`config.mk`:
```
export PLATFORM = sky130hd
export DESIGN_NAME = instrumented_ring_counter
export DESIGN_NICKNAME = d
export VERILOG_FILES = /design/src/rtl/instrumented_ring_counter.sv
export SDC_FILE = /design/constraint.sdc
export NUM_CORES = 1
export LEC_CHECK = 0
export CORE_ASPECT_RATIO = 1.1
export CORE_MARGIN = 3
export CORE_UTILIZATION = 54
export DETAILED_ROUTE_END_ITERATION = 10
export PLACE_DENSITY = 0.92
export SYNTH_ARGS = -nofsm -noshare
export SYNTH_HDL_FRONTEND = slang
export SYNTH_SLANG_ARGS = --single-unit
```
`constraint.sdc`:
```
create_clock -name wb_clk_i -period 2.8 [get_ports wb_clk_i]
set_input_delay 0.56 -clock wb_clk_i [delete_from_list [all_inputs] [get_ports wb_clk_i]]
set_output_delay 0.56 -clock wb_clk_i [all_outputs]
set_load 0.02 [all_outputs]
```
`src/rtl/instrumented_ring_counter.sv`:
```
// instrumented_ring_counter: counts synchronised rising edges of a ring oscillator over a
// programmable window of wb_clk_i cycles and holds the result for readback.
module instrumented_ring_counter #(
   parameter int CNT_W       = 32,
   parameter int GATE_W      = 24,
   parameter int SYNC_STAGES = 2
) (
   input  logic              wb_clk_i,
   input  logic              wb_rst_n,
   input  logic              active,
   input  logic              start,
   input  logic              abort,
   input  logic [GATE_W-1:0] gate_cycles,
   input  logic              ring_in,
   output logic [CNT_W-1:0]  count,
   output logic              overflow,
   output logic              busy,
   output logic              done
);
   localparam int AW = $clog2(SYNC_STAGES + 1);
   localparam logic [AW-1:0] ARM_LAST = AW'(SYNC_STAGES);
   typedef enum logic [1:0] {IDLE, ARM, COUNT, DONE} state_t;
   state_t state;
   logic [SYNC_STAGES-1:0] sync;
   logic prev;
   logic [GATE_W-1:0] gate_cnt;
   logic [AW-1:0] arm_cnt;
   logic rise;
   assign rise = sync[SYNC_STAGES-1] & ~prev;
   always_ff @(posedge wb_clk_i or negedge wb_rst_n)
      if (!wb_rst_n) begin
         state    <= IDLE;
         sync     <= '0;
         prev     <= 1'b0;
         gate_cnt <= '0;
         arm_cnt  <= '0;
         count    <= '0;
         overflow <= 1'b0;
         busy     <= 1'b0;
         done     <= 1'b0;
      end else begin
         sync <= {sync[SYNC_STAGES-2:0], ring_in};
         prev <= sync[SYNC_STAGES-1];
         if (!active) begin
            state    <= IDLE;
            count    <= '0;
            overflow <= 1'b0;
            busy     <= 1'b0;
            done     <= 1'b0;
         end else if (abort) begin
            state <= IDLE;
            busy  <= 1'b0;
            done  <= 1'b0;
         end else
            case (state)
               IDLE, DONE:
                  if (start) begin
                     state    <= ARM;
                     busy     <= 1'b1;
                     done     <= 1'b0;
                     gate_cnt <= gate_cycles;
                     arm_cnt  <= '0;
                     count    <= '0;
                     overflow <= 1'b0;
                  end
               // hold off counting until the synchroniser holds only post-start samples
               ARM:
                  if (arm_cnt == ARM_LAST) begin
                     if (gate_cnt == '0) begin
                        state <= DONE;
                        busy  <= 1'b0;
                        done  <= 1'b1;
                     end else
                        state <= COUNT;
                  end else
                     arm_cnt <= arm_cnt + 1'b1;
               COUNT: begin
                  gate_cnt <= gate_cnt - 1'b1;
                  if (rise) begin
                     if (&count) overflow <= 1'b1;
                     else count <= count + 1'b1;
                  end
                  if (gate_cnt == GATE_W'(1)) begin
                     state <= DONE;
                     busy  <= 1'b0;
                     done  <= 1'b1;
                  end
               end
               default: state <= IDLE;
            endcase
      end
endmodule

```
== Word-level counts from Yosys, hierarchy flattened ==
Index checks and enable logic that the tools add are counted.
Widths: inputs -> output; s select.
Storage, ports and cells
  logic and storage cells: 81
  bits in registers: 66
  output and inout bits: 35
  bits of input ports: 30
Operators by class
  bitwise logic cells: 3
  $add $sub $neg: 3
  multiplexer cells: 37
  equality and inequality tests: 17
  reductions and logical operators: 12
Operator list (number)
  $mux 32: 5
  $pmux 32 s2: 1
  $pmux 24 s2: 1
  $add 32x1->32 const B: 1
  $reduce_and 32->1: 1
  $eq 24x1->1 const B: 1
  $logic_not 24->1: 1
  $mux 24: 1
  $sub 24x1->24 const B: 1
  $mux 1: 17
  $ne 4x4->1 const B: 4
  $reduce_and 5->1: 3
  $mux 2: 7
  $ne 3x3->1 const B: 4
  $reduce_and 4->1: 2
  $eq 2x2->1 const B: 3
  $ne 2x2->1 const B: 3
  $pmux 1 s3: 2
  $pmux 2 s3: 1
  $pmux 2 s2: 1
  $reduce_bool 2->1: 2
  $ne 3x1->1 const B: 1
  $reduce_and 3->1: 1
  $add 2x1->2 const B: 1
  6 further kinds: 7

== Logic depth before layout (Yosys ltp) ==
Gate-level depths: netlist (run 1).
  word-level depth: 6
  gate-level depth with buffers: 10
  depth with buffers taken out: 7

== Worst setup path after synthesis (run 1) ==
Ideal clock, no wire load.
  path kind: register to register
  start point: register state[0]
  end point: register count[17]
  data arrival time: 2.353 ns
  setup time: 0.078 ns
  setup slack: 0.369 ns
  period minus slack after synthesis: 2.431 ns
  cell stages (with the launch flop): 9
  path through: dfrtp_1 inv_1 ha_1 o21bai_1 a221o_1 or3_1 buf_2 or4_1 a21oi_1
On the way
  longest elaborated chain between the ends: 5
  elaborated cells on any way between the ends: 12
  those cells by class: eq/ne: 6; mux: 3; reduce/logical: 3
Ends and longest elaborated chain
  from (decl): RTL line 23  | state_t state;
  from (signal assigned): RTL line 32  | state <= IDLE;
  from (signal assigned): RTL line 45  | state <= IDLE;
  from (signal assigned): RTL line 51  | state <= IDLE;
  $eq 2x2->1 or $logic_not 2->1 (tied branches): RTL line 55  | case (state)
  $reduce_or 2->1: RTL line 55
  $pmux 32 s2: RTL line 55
  $mux 32: RTL line 50  | end else if (abort) begin
  $mux 32: RTL line 44  | if (!active) begin
  to (signal assigned): RTL line 81  | else count <= count + 1'b1;
  to (decl): RTL line 15  | output logic [CNT_W-1:0] count,
Parallel ways exist; a longest one is shown, timed or not. The select of a mux whose other input is x is not followed.
A chain may end at the register's enable or synchronous reset.

== Worst setup path in the final report (run 1) ==
  start point: register gate_cnt[0]
  end point: register busy
On the way
  longest elaborated chain between the ends: 3
  elaborated cells on any way between the ends: 5
  those cells by class: eq/ne: 3; reduce/logical: 2
Ends and longest elaborated chain
  from (decl): RTL line 26  | logic [GATE_W-1:0] gate_cnt;
  from (signal assigned): RTL line 61  | gate_cnt <= gate_cycles;
  from (signal assigned): RTL line 78  | gate_cnt <= gate_cnt - 1'b1;
  $eq 24x1->1 or $logic_not 24->1 (tied branches): RTL line 83, 69
  $ne 4x4->1 (no line)
  $reduce_and 4->1 (no line) *
  to (signal assigned): RTL line 59  | busy <= 1'b1;
  to (signal assigned): RTL line 71  | busy <= 1'b0;
  to (signal assigned): RTL line 85  | busy <= 1'b0;
  to (decl): RTL line 17  | output logic busy,
Mark *: on every way between the ends. The rest lies on a longest branch, timed or not.

==> results by group, run 1 <==
Outcome
  – Status: completed

Route
  – Detailed Route WL: ~11,000 um
  – Initial DRC count: ~370
  – ANT nets after route: 0
  – Pre-antenna DRT Iters: 6
  – Via Count: 4,117
  – DRC: 0
  – WL/cell: between 15 and 20 um
  – Via density: 6.67

Clock tree
  – Max Buffers Root-to-Sink: 2
  – Num CTS Buffers: 9
  – Clock Pin Slew Worst Setup and Hold Paths: 0.07 ns
  – Clock root buffer: clkbuf_8
  – Clk sink count: 66
  – Hold Buf Count CTS: 0
  – Later-pin clock latency in the skew report: roughly 0.35 ns
  – H-tree depth: 3
  – CTS tree: done

Critical path
  – Worst path arrival time: 2.86 ns
  – Startpoint Class: flip-flop
  – CP endpoint kind: flip-flop
  – Crit path kind: flip-flop to flip-flop
  – Crit Path Max Fanout: 7
  – Required @ worst endpoint: around 3.0 ns

STA
  – Fmax achieved: 0.382 GHz
  – Final hold vios: 0
  – Period utilisation layout: 93.6%
  – Period minus WS final: 2.62 ns
  – Final setup fails: 0
  – Hold slack: approximately 0.25 ns
  – Slew headroom: between 50% and 60%
  – RSZ-0062 raised after global routing: false
  – Final Slew Violations: 0
  – Clk_skew: approximately 0.011 ns
  – Worst slew pin tran: between 0.6 and 0.7 ns

Synth
  – Register area share after synthesis: 41.0%
  – Top_reg_cell synth: dfrtp_1
  – Post-synth EDFFs: 0
  – Post-Syn Area: 4030 um^2
  – Synth warn: 0
  – Mapped Cells: 461
  – Async set-reset flop share out of synthesis: between 90% and 100%
  – Yosys reg bits: 66
  – Distinct cells, synth: 62
  – Syn_area_per_cell: a little under 9 um^2
  – Syn nets: between 400 and 500

Global routing
  – Initial antenna violation count: 0
  – Number of global-route vias before repair: around 3,900
  – Grt total ovfl: 0
  – Tot GR Track Use: roughly a quarter
  – First-pass GRT wire length: ~18,000 um
  – Pin count of the biggest net entering global routing: 56

Cells and area
  – Number of nets in the layout: approximately 570
  – Number of standard cells in the final layout excluding fillers: approximately 620
  – Post-Layout Inst Area: around 5000 um^2
  – Most common cell after layout, fill and taps aside: dfrtp_1
  – Layout cells sized above 1: about a tenth
  – Area Growth Syn to Fin: 23.4%
  – Filler cells: between 500 and 600
  – Most frequent cells in the layout: dfrtp_1 (66), clkdlybuf4s50_1 (63), a21oi_1 (47)
  – Ant diodes: 0

Placement
  – Routability Congestion: 0.950
  – Inst Count DP: ~600
  – HPWL Detailed: roughly 7600 um
  – Area after DPL: approximately 4800 um^2
  – PortBufs: 64

Die
  – Die Height: roughly 97 um
  – IO Count: 65
  – Total core area: roughly 7100 um^2
  – Row Count: 32
  – Area of the die: around 8500 um^2
  – Die X: just under 90 um
  – Starting Density: 56.5%

Run
  – Max_cap viols: 0

Power
  – P_leak: between 1.5 and 2 nW
  – VDD IR max: around 0.36 mV
  – Pwr per Cell Area: approximately 460 nW/um^2

Hold path
  – Worst Hold Class: primary input to async pin
[per-stage QoR]
step           power, mW  worst slack (ns)  TNS [ns]  utilization (%)
2_1_floorplan       1.38             0.369         0                -
3_3_place_gp        1.52            0.0601         0             67.3
3_5_place_dp        1.55           -0.0330   -0.0330             67.3
4_1_cts             2.27             0.113         0             69.7
5_1_grt             2.37            0.0645         0             69.7
6_report            2.27             0.180         0             69.7
[worst max-delay path: stages, from the launching register on]
cell and delay, ns:
dfrtp_1 0.42, inv_1 0.10, ha_1 0.31, or4b_2 0.62, or4_1 0.52, o21ai_2 0.24
a21oi_1 0.10, a41o_1 0.20
[worst paths after layout]
| kind | start | endpoint | slack (ns) | cells past startpoint |
|---|---|---|---|---|
| worst max-delay path | gate_cnt[0]$_DFFE_PN0P_ | busy$_DFFE_PN0P_ | 0.18 | 7 |
| min in group wb_clk_i | sync[0]$_DFF_PN0_ | sync[1]$_DFF_PN0_ | 0.35 | 0 |
| worst max register to register | gate_cnt[0]$_DFFE_PN0P_ | busy$_DFFE_PN0P_ | 0.18 | 7 |
| max in group asynchronous | wb_rst_n | gate_cnt[16]$_DFFE_PN0P_ | 1.77 | 2 |
| worst min-delay path | wb_rst_n | count[27]$_DFFE_PN0P_ | 0.25 | 1 |
| worst min register to register | sync[0]$_DFF_PN0_ | sync[1]$_DFF_PN0_ | 0.35 | 0 |
[layer usage]
metal	routed length, um	global-route usage (%)	vias up	share of wire, %
li1	-	-	1909	-
met1	4370	33.3	1947	40
met2	5330	44.0	225	49
met3	844	4.50	36	7.8
met4	270	12.1	0	2.5
met5	0	0	-	0
[cell families after synthesis]
kind of cell    after synthesis  synth area share (%)
simple gates                190                  26.1
flops                        66                  41.0
buf+inv                      39                  4.13
fa+ha+maj                     7                  2.17
mux                           3                 0.745
compound gates              156                  25.8
[where the power goes]
group / leakage (nW) / internal, mW / switching (mW)
Clock: 0.0920 / 0.361 / 0.371
Combinational: 0.941 / 0.178 / 0.204
Sequential: 0.848 / 1.05 / 0.111
Total: 1.88 / 1.58 / 0.687
[synthesized netlist by cell type (all sizes together) (7+ instances only)]
cell type | number | area (um^2)
nand4 | 10 | 68.8
clkbuf | 17 | 63.8
o21ai | 22 | 110
nand2 | 40 | 150
a21oi | 48 | 244
or4 | 14 | 113
ha | 7 | 87.6
nor4 | 10 | 77.6
dfrtp | 66 | 1650
o211ai | 8 | 60.1
o31ai | 14 | 105
or3 | 17 | 111
nor2 | 29 | 109
nor3 | 10 | 50.1
inv | 13 | 48.8
nand3 | 26 | 130
o22ai | 11 | 68.8
a2bb2oi | 9 | 78.8
buf | 9 | 53.8
[registers in the layout (all words and copies together) (netlist names)]
name      count
count        32
done          1
sync          2
overflow      1
gate_cnt     24
state         2
busy          1
prev          1
arm_cnt       2
[cell type report]
type	instances	area [um^2]	area share (%)
clock buffer	12	155	3.12
inverter	13	48.8	0.982
multi-input combinational	356	2220	44.7
tap	85	106	2.14
sequential	66	1650	33.2
clock inverter	3	15.0	0.302
timing repair buffer	82	771	15.5
[timing repair]
action                                  in CTS  in global routing
endpoints found under the setup margin       0                  2
setup buffers                                0                  0
gates resized for setup                      0                  1
(Power assumes the default switching activity.)
==> run 2: changes to the inputs <==
--- a/config.mk
+++ b/config.mk
@@ -5,8 +5,8 @@
 export SDC_FILE = /design/constraint.sdc
 export NUM_CORES = 1
 export LEC_CHECK = 0
+export ABC_CLOCK_PERIOD_IN_PS = 2800
 export CORE_ASPECT_RATIO = 1.1
-export CORE_MARGIN = 3
 export CORE_UTILIZATION = 54
 export DETAILED_ROUTE_END_ITERATION = 10
 export PLACE_DENSITY = 0.92
==> run 2 against run 1 <==
The flow now finishes with violations (DRC). Cell area up 1.2%. Wire length is 1.5% higher. Core utilization rose by 0.84 points. Critical path type unchanged.
==> results by group, run 2 (synthesis gave the netlist of run 1 again) <==
Outcome
  – Status: finished, violations left
  – Failing checks: DRC

Critical path
  – Critical R2R Capture: count[25]$_DFFE_PN0P_
  – Slowest cell delay on critical path: 0.56 ns (-0.06 ns)
  – Most frequent CP cell: buf_4
  – Crit path depth: 9 (+2)
  – Startpoint Class: flip-flop
  – Crit Path Max Fanout: 12 (+5)
  – Worst path arrival time: 2.93 ns (+0.07 ns)
  – Critical path's slowest cell: or4_1
  – Crit path kind: flip-flop to flip-flop
  – R2r setup slk: 0.14 ns (-0.04 ns)
  – CP endpoint kind: flip-flop
  – Buffers & Inverters on Critical Path: 3 (+2)
  – Worst setup path end: count[25]$_DFFE_PN0P_
  – Required @ worst endpoint: 3.08 ns (+0.04 ns)
  – Worst r2r src: state[0]$_DFFE_PN0P_
  – CP Cell Sequence: inv_1 > ha_2 > o21bai_1 > buf_4 > a221oi_2 > buf_4 > nand2_1 > or4_1 > a21oi_1
  – Family with the most delay on the worst path: simple AND/OR/NAND/NOR gates
  – Crit path launch: state[0]$_DFFE_PN0P_
  – Worst-case reg-to-reg path depth: 9 (+2)

Hold path
  – Worst Hold Class: primary input to async pin

Die
  – IO Count: 65 (unchanged)
  – Die X: 84.4 um (-4.5%)
  – Die Height: 92.6 um (-4.1%)
  – Area of the die: 7810 um^2 (-8.5%)
  – Total core area: 7130 um^2 (unchanged)
  – Row Count: 32 (unchanged)
  – Starting Density: 56.5% (unchanged)

Global routing
  – Pin count of the biggest net entering global routing: 56 (unchanged)
  – Grt total ovfl: 0 (unchanged)
  – First-pass GRT wire length: 18,400 um (+3.1%)
  – Number of global-route vias before repair: 3,960 (+2.6%)
  – Tot GR Track Use: 29.9% (+3.5 points)
  – Initial antenna violation count: 0 (unchanged)

Power
  – Post-layout power: 2.34 mW (+2.9%)
  – Pwr per Cell Area: 465 nW/um^2 (+1.7%)
  – VDD IR max: 0.469 mV (+31%)
  – P_leak: 1.91 nW (+1.8%)

Route
  – WL/cell: 17.6 um (+0.55%)
  – Via density: 6.65 (-0.29%)
  – ANT nets after route: 0 (unchanged)
  – Initial DRC count: 288 (-22%)
  – DRC: 6 (+6)
  – Via Count: 4,145 (+0.68%)
  – Detailed Route WL: 11,000 um (+1.5%)
  – Pre-antenna DRT Iters: 9 (+3)

STA
  – Final setup fails: 0 (unchanged)
  – Period utilisation layout: 94.9% (+1.3 points)
  – Period minus WS final: 2.66 ns (+0.0364 ns)
  – Fmax achieved: 0.376 GHz (-1.4%)
  – Worst slew pin tran: 0.631 ns (-0.0448 ns)
  – Slew headroom: 57.3% (+2.4 points)
  – Final Slew Violations: 0 (unchanged)
  – RSZ-0062 raised after global routing: false
  – Final hold vios: 0 (unchanged)
  – Clk_skew: 0.0108 ns (-0.000603 ns)

Cells and area
  – Most frequent cells in the layout: dfrtp_1 (66), clkdlybuf4s50_1 (63), a21oi_1 (47)
  – Area Growth Syn to Fin: 24.8%
  – Ant diodes: 0 (unchanged)
  – Number of nets in the layout: 571 (+1.1%)
  – Fin util: 70.6% (+0.84 points)
  – Max reg flops: 32 (unchanged)
  – Top reg by flops: count
  – Number of standard cells in the final layout excluding fillers: 623 (+0.97%)
  – Biggest regs: count x32, gate_cnt x24
  – Most common cell after layout, fill and taps aside: dfrtp_1
  – Post-Layout Inst Area: 5030 um^2 (+1.2%)
  – Layout cells sized above 1: 11.3% (+0.81 points)
  – Filler cells: 528 (+0.76%)

Clock tree
  – Clock root buffer: clkbuf_8
  – Post_cts resized: 0 (unchanged)
  – Post-CTS setup buffers: 0 (unchanged)
  – Later-pin clock latency in the skew report: 0.36 ns (about the same)
  – Num CTS Buffers: 9 (unchanged)
  – Clock Pin Slew Worst Setup and Hold Paths: 0.08 ns (about the same)
  – CTS tree: done
  – H-tree depth: 3 (unchanged)
  – Clk sink count: 66 (unchanged)
  – Hold Buf Count CTS: 0 (unchanged)
  – Max Buffers Root-to-Sink: 2 (unchanged)

Run
  – Max_cap viols: 0 (unchanged)

Placement
  – Area after DPL: 4840 um^2 (+0.94%)
  – PortBufs: 64 (unchanged)
  – Routability Congestion: 0.900 (-5.3%)
  – Inst Count DP: 608 (+1.0%)
  – HPWL Detailed: 7830 um (+3.4%)
[run 2: cell types whose count changed in the layout (fill, tap and decap cells not counted)]
cell / change
buf_4: +6
bufinv_16: +1
clkbuf_1: +1
clkbuf_8: -1
clkinv_2: -1
[run 2: cell type report]
class | count | area (um^2) | area share, %
multi-input cells | 356 | 2220 | 44.2
flip-flops and latches | 66 | 1650 | 32.8
well taps | 85 | 106 | 2.11
repair buffers | 88 | 816 | 16.2
clock inverters | 3 | 40.0 | 0.796
clock buffers | 12 | 145 | 2.89
inverters | 13 | 48.8 | 0.970
[run 2: metal layers]
metal | part of all wire [%] | track usage, % | up-vias
li1 | - | - | 1930
met1 | 39 | 35.4 | 1970
met2 | 51 | 50.5 | 203
met3 | 5.8 | 5.08 | 42
met4 | 4.1 | 19.1 | 0
met5 | 0 | 0 | -
[run 2: power breakdown]
group | switching [mW] | internal (mW) | leakage (nW) | total [mW]
clock | 0.364 | 0.428 | 0.0962 | 0.793
sequential | 0.111 | 1.05 | 0.848 | 1.16
combinational | 0.203 | 0.185 | 0.970 | 0.388
[run 2: worst min path at each step]
stage / slack (ns) / to / cells past startpoint
after CTS: 0.16 / count[26]$_DFFE_PN0P_ / 1
after detailed placement: 0.34 / sync[1]$_DFF_PN0_ / 0
after global placement: 0.34 / sync[1]$_DFF_PN0_ / 0
after floorplan: 0.26 / arm_cnt[0]$_DFFE_PN0P_ / 0
after global routing: 0.18 / count[26]$_DFFE_PN0P_ / 1
final: 0.15 / count[26]$_DFFE_PN0P_ / 1
[run 2: through the flow]
| stage | worst slack (ns) | TNS, ns | hold WS, ns |
|---|---|---|---|
| after global routing | 0.0477 | 0 | 0.180 |
| after CTS | 0.130 | 0 | 0.165 |
| after detailed placement | -0.0327 | -0.0447 | 0.340 |
| after floorplan | 0.369 | 0 | 0.264 |
| final | 0.144 | 0 | 0.149 |
| after global placement | 0.0562 | 0 | 0.335 |
